===== config.mk =====
export PLATFORM = sky130hd
export DESIGN_NAME = uart_tx_csr
export DESIGN_NICKNAME = d
export VERILOG_FILES = /design/src/rtl/uart_tx_csr_pkg.sv /design/src/rtl/uart_tx_fifo.sv /design/src/rtl/uart_tx_csr.sv
export SDC_FILE = /design/constraint.sdc
export NUM_CORES = 1
export LEC_CHECK = 0
export CAP_MARGIN = 20
export CORE_MARGIN = 2
export CORE_UTILIZATION = 35
export DETAILED_ROUTE_END_ITERATION = 8
export GPL_TIMING_DRIVEN = 0
export PLACE_DENSITY = 0.69
export SLEW_MARGIN = 20
export SYNTH_ARGS = -nofsm -noshare
export SYNTH_HDL_FRONTEND = slang
export SYNTH_SLANG_ARGS = --single-unit

===== constraint.sdc =====
create_clock -name clk_i -period 3.1 [get_ports clk_i]
set_clock_uncertainty 0.05 [all_clocks]
set_input_delay 0.93 -clock clk_i [delete_from_list [all_inputs] [get_ports clk_i]]
set_output_delay 0.93 -clock clk_i [all_outputs]
set_load 0.05 [all_outputs]

===== src/rtl/uart_tx_csr_pkg.sv =====
// uart_tx_csr_pkg: shared definitions for the CSR-mapped UART transmitter.
//   - status word bit positions (read data)
//   - write-data field positions (start / char / stop)
//   - transmit FSM state type
//   - default CSR address
package uart_tx_csr_pkg;

    localparam logic [11:0] CSR_ADDR_DEFAULT = 12'h0FE;

    // Status word layout; bits [63:8] read as zero.
    localparam int unsigned STAT_COUNT_MSB = 3;
    localparam int unsigned STAT_FULL      = 4;
    localparam int unsigned STAT_EMPTY     = 5;
    localparam int unsigned STAT_BUSY      = 6;
    localparam int unsigned STAT_OVERRUN   = 7;

    // Write word layout: a push needs start=1 and stop=0.
    localparam int unsigned WR_START    = 11;
    localparam int unsigned WR_CHAR_MSB = 10;
    localparam int unsigned WR_CHAR_LSB = 3;
    localparam int unsigned WR_STOP     = 2;

    typedef enum logic [1:0] {
        StIdle,
        StStart,
        StData,
        StStop
    } tx_state_e;

endpackage


===== src/rtl/uart_tx_fifo.sv =====
// uart_tx_fifo: 8-bit wide FIFO of depth 2**FIFO_AW for the UART transmitter.
// Pointers carry one extra wrap bit so full and empty are distinguishable.
// A push while full is only accepted if a pop happens on the same edge.
// Ports:
//   clk_i, reset_i   clock, asynchronous active-high reset
//   push_i, wdata_i  write request and data
//   pop_i            read request (ignored when empty)
//   rdata_o          head of the FIFO (valid when not empty)
//   count_o          number of stored entries
//   full_o, empty_o  status flags
module uart_tx_fifo #(
    parameter int unsigned FIFO_AW = 3
) (
    input  logic               clk_i,
    input  logic               reset_i,
    input  logic               push_i,
    input  logic               pop_i,
    input  logic [7:0]         wdata_i,
    output logic [7:0]         rdata_o,
    output logic [FIFO_AW:0]   count_o,
    output logic               full_o,
    output logic               empty_o
);

    localparam int unsigned Depth = 2 ** FIFO_AW;

    logic [FIFO_AW:0] wptr_q, rptr_q;
    logic [7:0]       mem_q [Depth];
    logic             push_ok, pop_ok;

    assign empty_o = (wptr_q == rptr_q);
    assign full_o  = (wptr_q[FIFO_AW] != rptr_q[FIFO_AW]) &&
                     (wptr_q[FIFO_AW-1:0] == rptr_q[FIFO_AW-1:0]);
    assign count_o = wptr_q - rptr_q;
    assign rdata_o = mem_q[rptr_q[FIFO_AW-1:0]];

    assign push_ok = push_i && (!full_o || pop_i);
    assign pop_ok  = pop_i && !empty_o;

    always_ff @(posedge clk_i or posedge reset_i) begin
        if (reset_i) begin
            wptr_q <= '0;
            rptr_q <= '0;
        end else begin
            if (push_ok) wptr_q <= wptr_q + 1'b1;
            if (pop_ok)  rptr_q <= rptr_q + 1'b1;
        end
    end

    // Storage needs no reset; the pointers define validity.
    always_ff @(posedge clk_i) begin
        if (push_ok) mem_q[wptr_q[FIFO_AW-1:0]] <= wdata_i;
    end

endmodule


===== src/rtl/uart_tx_csr.sv =====
// uart_tx_csr: CSR-mapped 8N1 UART transmitter with an 8-entry character FIFO.
// Optional macro UART_TX_CSR_SIM_ECHO_EN: echo accepted characters and dropped
// pushes on the simulation console; without it the block is fully synthesizable.
// Ports:
//   clk_i, reset_i  clock, asynchronous active-high reset
//   cadr_i          CSR address; cvalid_o flags a match with CSR_ADDR
//   cdat_o          status word when selected, else zero
//   cdat_i, cwe_i   write data / strobe (push char when start=1, stop=0)
//   coe_i           read strobe; a selected read clears sticky overrun
//   txd_o           serial output, idle high
module uart_tx_csr
    import uart_tx_csr_pkg::*;
#(
    parameter logic [11:0] CSR_ADDR = CSR_ADDR_DEFAULT,
    parameter int unsigned BAUD_DIV = 16,
    parameter int unsigned FIFO_AW  = 3
) (
    input  logic        clk_i,
    input  logic        reset_i,
    input  logic [11:0] cadr_i,
    output logic        cvalid_o,
    output logic [63:0] cdat_o,
    input  logic [63:0] cdat_i,
    input  logic        coe_i,
    input  logic        cwe_i,
    output logic        txd_o
);

    localparam int unsigned CntW = $clog2(BAUD_DIV);

    tx_state_e        state_q, state_d;
    logic [CntW-1:0]  cnt_q, cnt_d;
    logic [2:0]       bit_q, bit_d;
    logic [7:0]       data_q, data_d;
    logic             ovr_q, ovr_d;
    logic             txd_q, txd_d;
    logic             busy, pop, cnt_end;

    logic             sel, wr_req, rd_clr, drop;
    logic [7:0]       f_rdata;
    logic [FIFO_AW:0] f_count;
    logic             f_full, f_empty;
    logic [7:0]       stat;

    logic unused_cdat;
    assign unused_cdat = ^{cdat_i[63:12], cdat_i[1:0]};

    assign sel    = (cadr_i == CSR_ADDR);
    assign wr_req = sel && cwe_i && cdat_i[WR_START] && !cdat_i[WR_STOP];
    assign rd_clr = sel && coe_i;
    // A push at full survives only if the transmitter frees a slot this edge.
    assign drop   = wr_req && f_full && !pop;

    uart_tx_fifo #(
        .FIFO_AW (FIFO_AW)
    ) u_fifo (
        .clk_i   (clk_i),
        .reset_i (reset_i),
        .push_i  (wr_req),
        .pop_i   (pop),
        .wdata_i (cdat_i[WR_CHAR_MSB:WR_CHAR_LSB]),
        .rdata_o (f_rdata),
        .count_o (f_count),
        .full_o  (f_full),
        .empty_o (f_empty)
    );

    // State register
    always_ff @(posedge clk_i or posedge reset_i) begin
        if (reset_i) begin
            state_q <= StIdle;
            cnt_q   <= '0;
            bit_q   <= '0;
            data_q  <= '0;
            ovr_q   <= 1'b0;
            txd_q   <= 1'b1;
        end else begin
            state_q <= state_d;
            cnt_q   <= cnt_d;
            bit_q   <= bit_d;
            data_q  <= data_d;
            ovr_q   <= ovr_d;
            txd_q   <= txd_d;
        end
    end

    // Next state
    always_comb begin
        state_d = state_q;
        cnt_d   = cnt_q;
        bit_d   = bit_q;
        data_d  = data_q;
        pop     = 1'b0;
        cnt_end = (cnt_q == CntW'(BAUD_DIV - 1));

        unique case (state_q)
            StIdle: begin
                if (!f_empty) begin
                    state_d = StStart;
                    pop     = 1'b1;
                    data_d  = f_rdata;
                    cnt_d   = '0;
                end
            end
            StStart: begin
                if (cnt_end) begin
                    state_d = StData;
                    cnt_d   = '0;
                    bit_d   = '0;
                end else begin
                    cnt_d = cnt_q + 1'b1;
                end
            end
            StData: begin
                if (cnt_end) begin
                    cnt_d = '0;
                    if (bit_q == 3'd7) state_d = StStop;
                    else               bit_d   = bit_q + 1'b1;
                end else begin
                    cnt_d = cnt_q + 1'b1;
                end
            end
            StStop: begin
                if (cnt_end) begin
                    cnt_d = '0;
                    // Back-to-back frames: no idle bit between stop and start.
                    if (!f_empty) begin
                        state_d = StStart;
                        pop     = 1'b1;
                        data_d  = f_rdata;
                    end else begin
                        state_d = StIdle;
                    end
                end else begin
                    cnt_d = cnt_q + 1'b1;
                end
            end
            default: state_d = StIdle;
        endcase

        // Clear-on-read loses against a simultaneous drop.
        ovr_d = ovr_q;
        if (rd_clr) ovr_d = 1'b0;
        if (drop)   ovr_d = 1'b1;
    end

    // Outputs; txd is registered so the line is glitch-free.
    always_comb begin
        busy  = (state_q != StIdle);
        txd_d = 1'b1;
        unique case (state_q)
            StStart: txd_d = 1'b0;
            StData:  txd_d = data_q[bit_q];
            default: txd_d = 1'b1;
        endcase
    end

    always_comb begin
        stat                   = '0;
        stat[STAT_COUNT_MSB:0] = 4'(f_count);
        stat[STAT_FULL]        = f_full;
        stat[STAT_EMPTY]       = f_empty;
        stat[STAT_BUSY]        = busy;
        stat[STAT_OVERRUN]     = ovr_q;
    end

    assign cvalid_o = sel;
    assign cdat_o   = sel ? {56'b0, stat} : 64'b0;
    assign txd_o    = txd_q;

`ifdef UART_TX_CSR_SIM_ECHO_EN
    always @(posedge clk_i) begin
        if (!reset_i && wr_req) begin
            if (drop) $display("@ OVERRUN");
            else      $display("%c", cdat_i[WR_CHAR_MSB:WR_CHAR_LSB]);
        end
    end
`endif

endmodule


==> summary.txt <==
STA
  • Period utilization: 108%
  • Setup TNS: -1.71 ns
  • Fin Hold WS: 0.473 ns
  • Final Hold Viols: 0
  • Unrepaired setup endpoints after global routing: yes
  • FMAX: 0.299 GHz
  • Final Worst Setup Slack: -0.248 ns
  • Worst slew pin tran: 0.708 ns
  • Max_slew headroom: 52.5%
  • Setup-failing EPs final: 9
  • Minimum clock period: 3.35 ns
  • Slew Viols, Final: 0

Setup path
  • Critical path class: input pin to primary output
  • WP data required: 2.12 ns
  • Max stage delay on crit path: 0.51 ns
  • Crit-path slowest cell: or4b_4
  • Crit path launch: cadr_i[11]
  • CP endpoint kind: primary output
  • Arr. time, crit path: 2.37 ns
  • Most Frequent Cell on Critical Path: buf_6
  • Worst Setup Start Kind: input pin
  • CP max FO: 8
  • Setup slack, reg-to-reg: 0.25 ns
  • CP cell instances: buf_6 > or4b_4 > or3_4 > buf_6 > nor2_4 > buf_6
  • Crit path to: cdat_o[2]
  • R2R Path Start: u_fifo.wptr_q[2]$_DFFE_PP0P_
  • RR Endpoint: u_fifo.mem_q[1][4]$_DFFE_PP_
  • FF-to-FF path depth: 7

Logic synthesis
  • Share of flip-flops with an asynchronous set or reset: 29.7%
  • Syn avg cell area: 13.9 um^2
  • Synth warnings: 0
  • Synth Cell Area: 0.00446 mm^2
  • Post-synth EDFFs: 64
  • Synth area leader: edfxtp_1
  • Seq/Total Area, Yosys: 58.3%
  • Ranking of synthesized cells by area: edfxtp_1, dfrtp_1, buf_4, mux4_2, ha_1
  • Register bit count reported by yosys: 91
  • Area fraction of the dominant cell type after synthesis: 43.1%
  • Cells after Synth: 321
  • Most used DFF post-synth: edfxtp_1
  • Post-synth cell types: 46

Final layout
  • Most frequent cells in the layout: buf_4, edfxtp_1, conb_1, dfrtp_1, nand2_1
  • Nets: 531
  • ANT cells: 0
  • Area Overhead vs Synth: 32.7%
  • Fillers: 1125
  • Layout cell share with drive strength beyond 1: 34.5%
  • Most common cell after layout, fill and taps aside: buf_4

Worst hold path
  • Hold_sp: ovr_q$_DFFE_PP0P_
  • Worst Hold Class: register to register

CTS
  • Clk sink count: 91
  • H-tree levels: 3
  • Clk root buf: clkbuf_16
  • Clk buf depth: 2
  • CTS Buf Count: 9
  • Clk Latency, worst-skew pair: 0.34 ns
  • CTS tree: yes
  • Clock-pin slew of the registers on the worst-case setup and hold paths: 0.06 ns
  • CTS Hold Buffers Added: 0

Route
  • Initial drt markers: 181
  • Routed wire per std cell: 13.5 um
  • Final wirelength: 8330 um
  • Post-route ant nets: 0
  • # DRC: 0
  • Vias: 2761
  • Vias per cell: 4.49
  • Initial DRT Pass Iterations: 4

Die
  • Die area: 0.0137 mm^2
  • Starting Density: 35.6%
  • Core area: 0.0125 mm^2
  • I/O pins: 146
  • Die outline width: 117 um
  • Row cnt: 41
  • Die H: 117 um

Status
  • Status: finished, violations left
  • Failing checks: setup timing

Pwr
  • P_sw: 1.41 mW
  • Sw Share: 34.4%
  • Lkg Pwr: 2.38 nW
  • Max IR drop VDD: 0.000377 V
  • Sequential fraction of design power: 38.1%
  • Pwr dens: 693 mW/mm^2
  • Clock share of power: 26.1%
  • Comb pwr share: 35.8%
  • Int Pwr: 2.69 mW

Placed design
  • Number of port buffers: 35
  • Routability cong.: 0.744
  • Post-place setup slack: -1.27 ns
  • Hpwl dp: 5990 um

Global route
  • Global route overflow: 0
  • Gr usage total: 12.5%
  • Vias in the first global route: 2508
  • Global-route wire length before repair: 12700 um
  • Initial antenna violation count: 0
  • Largest net degree at the start of global routing: 28

Run
  • Maxcap violations: 0
## registers in the layout, indices dropped and copies added (netlist names)
register       cells
data_q             8
state_q            2
ovr_q              1
cnt_q              4
bit_q              3
txd_o              1
u_fifo.rptr_q      4
u_fifo.wptr_q      4
u_fifo.mem_q      64
## synth_stat cells (all sizes together), types with 2 or more instances
master and n:
nor2 16, or2 2, o2bb2ai 2, and3 3
and2 2, xnor2 6, nor2b 2, nand2 22
clkinv 2, nor3 5, o21ai 7, a22o 6
nand4 4, nor4 7, mux2 3, mux4 18
o31ai 2, a31oi 8, nand4b 3, ha 12
nand3 5, mux2i 2, dfrtp 26, a21oi 3
xor2 3, inv 10, edfxtp 64, clkbuf 5
buf 60
## critical path: cells and delay by family
kind	cells	cell delay (ns)
and+or+nand+nor	3	1.03
buffers and inverters	3	0.41
## through the flow
stage	instance area, um^2	total power, mW	util [%]	std cells
floorplan	4810	2.73	-	376
global placement	5380	2.99	42.9	583
detailed placement	5380	3.04	42.9	583
CTS	5830	4.10	46.6	606
global route	5910	4.33	47.3	615
finish	5910	4.10	47.3	615
## repair_timing
item,4_1_cts,5_1_grt
setup buffers,8,9
hold endpoints to repair,0,0
cloned,0,1
resized for setup,90,10
endpoints found under the setup margin,87,29
pin swaps,10,4
## layer usage
metal  up-vias  global-route usage, %  wire, um
met4         0                   5.65       147
met3        12                   2.21       421
met1      1348                   15.0      3520
met2        82                   22.1      4240
li1       1319                      -         -
met5         -                      0         0
## how the worst min path moves through the flow
stage                                   end  slack (ns)  cells past startpoint
after floorplan           ovr_q$_DFFE_PP0P_        0.42                      1
after global placement    ovr_q$_DFFE_PP0P_        0.43                      1
after detailed placement  ovr_q$_DFFE_PP0P_        0.46                      1
after CTS                 ovr_q$_DFFE_PP0P_        0.48                      1
after global routing      ovr_q$_DFFE_PP0P_        0.50                      1
final                     ovr_q$_DFFE_PP0P_        0.47                      1
## cell families (layout without fill, tap and decap cells)
group / Yosys count / in the layout / synth area share, %
AO/OA/AOI/OAI: 34 / 34 / 5.50
adder cells (fa/ha/maj): 13 / 13 / 3.82
XOR/XNOR: 9 / 9 / 1.77
flip-flops: 91 / 91 / 58.3
buffers and inverters: 77 / 143 / 11.7
AND/OR/NAND/NOR: 73 / 74 / 8.39
multiplexers: 23 / 23 / 10.4
other: 1 / 56 / 0.0841
## power groups by stage
stage / Combinational (mW) / Clock, mW / Sequential [mW]
global placement: 1.42 / 0 / 1.57
global route: 1.62 / 1.14 / 1.58
floorplan: 1.16 / 0 / 1.56
finish: 1.47 / 1.07 / 1.56
CTS: 1.46 / 1.09 / 1.55
detailed placement: 1.46 / 0 / 1.58
## final cells by class
type	instances	area [um^2]	share of cell area (%)
multi-input combinational	209	1710	28.9
sequential	91	2600	44.0
buffer	63	467	7.89
clock buffer	10	229	3.87
clock inverter	6	65.1	1.10
timing repair buffer	52	569	9.63
tap	172	215	3.64
inverter	12	61.3	1.04
(Power assumes the default switching activity.)
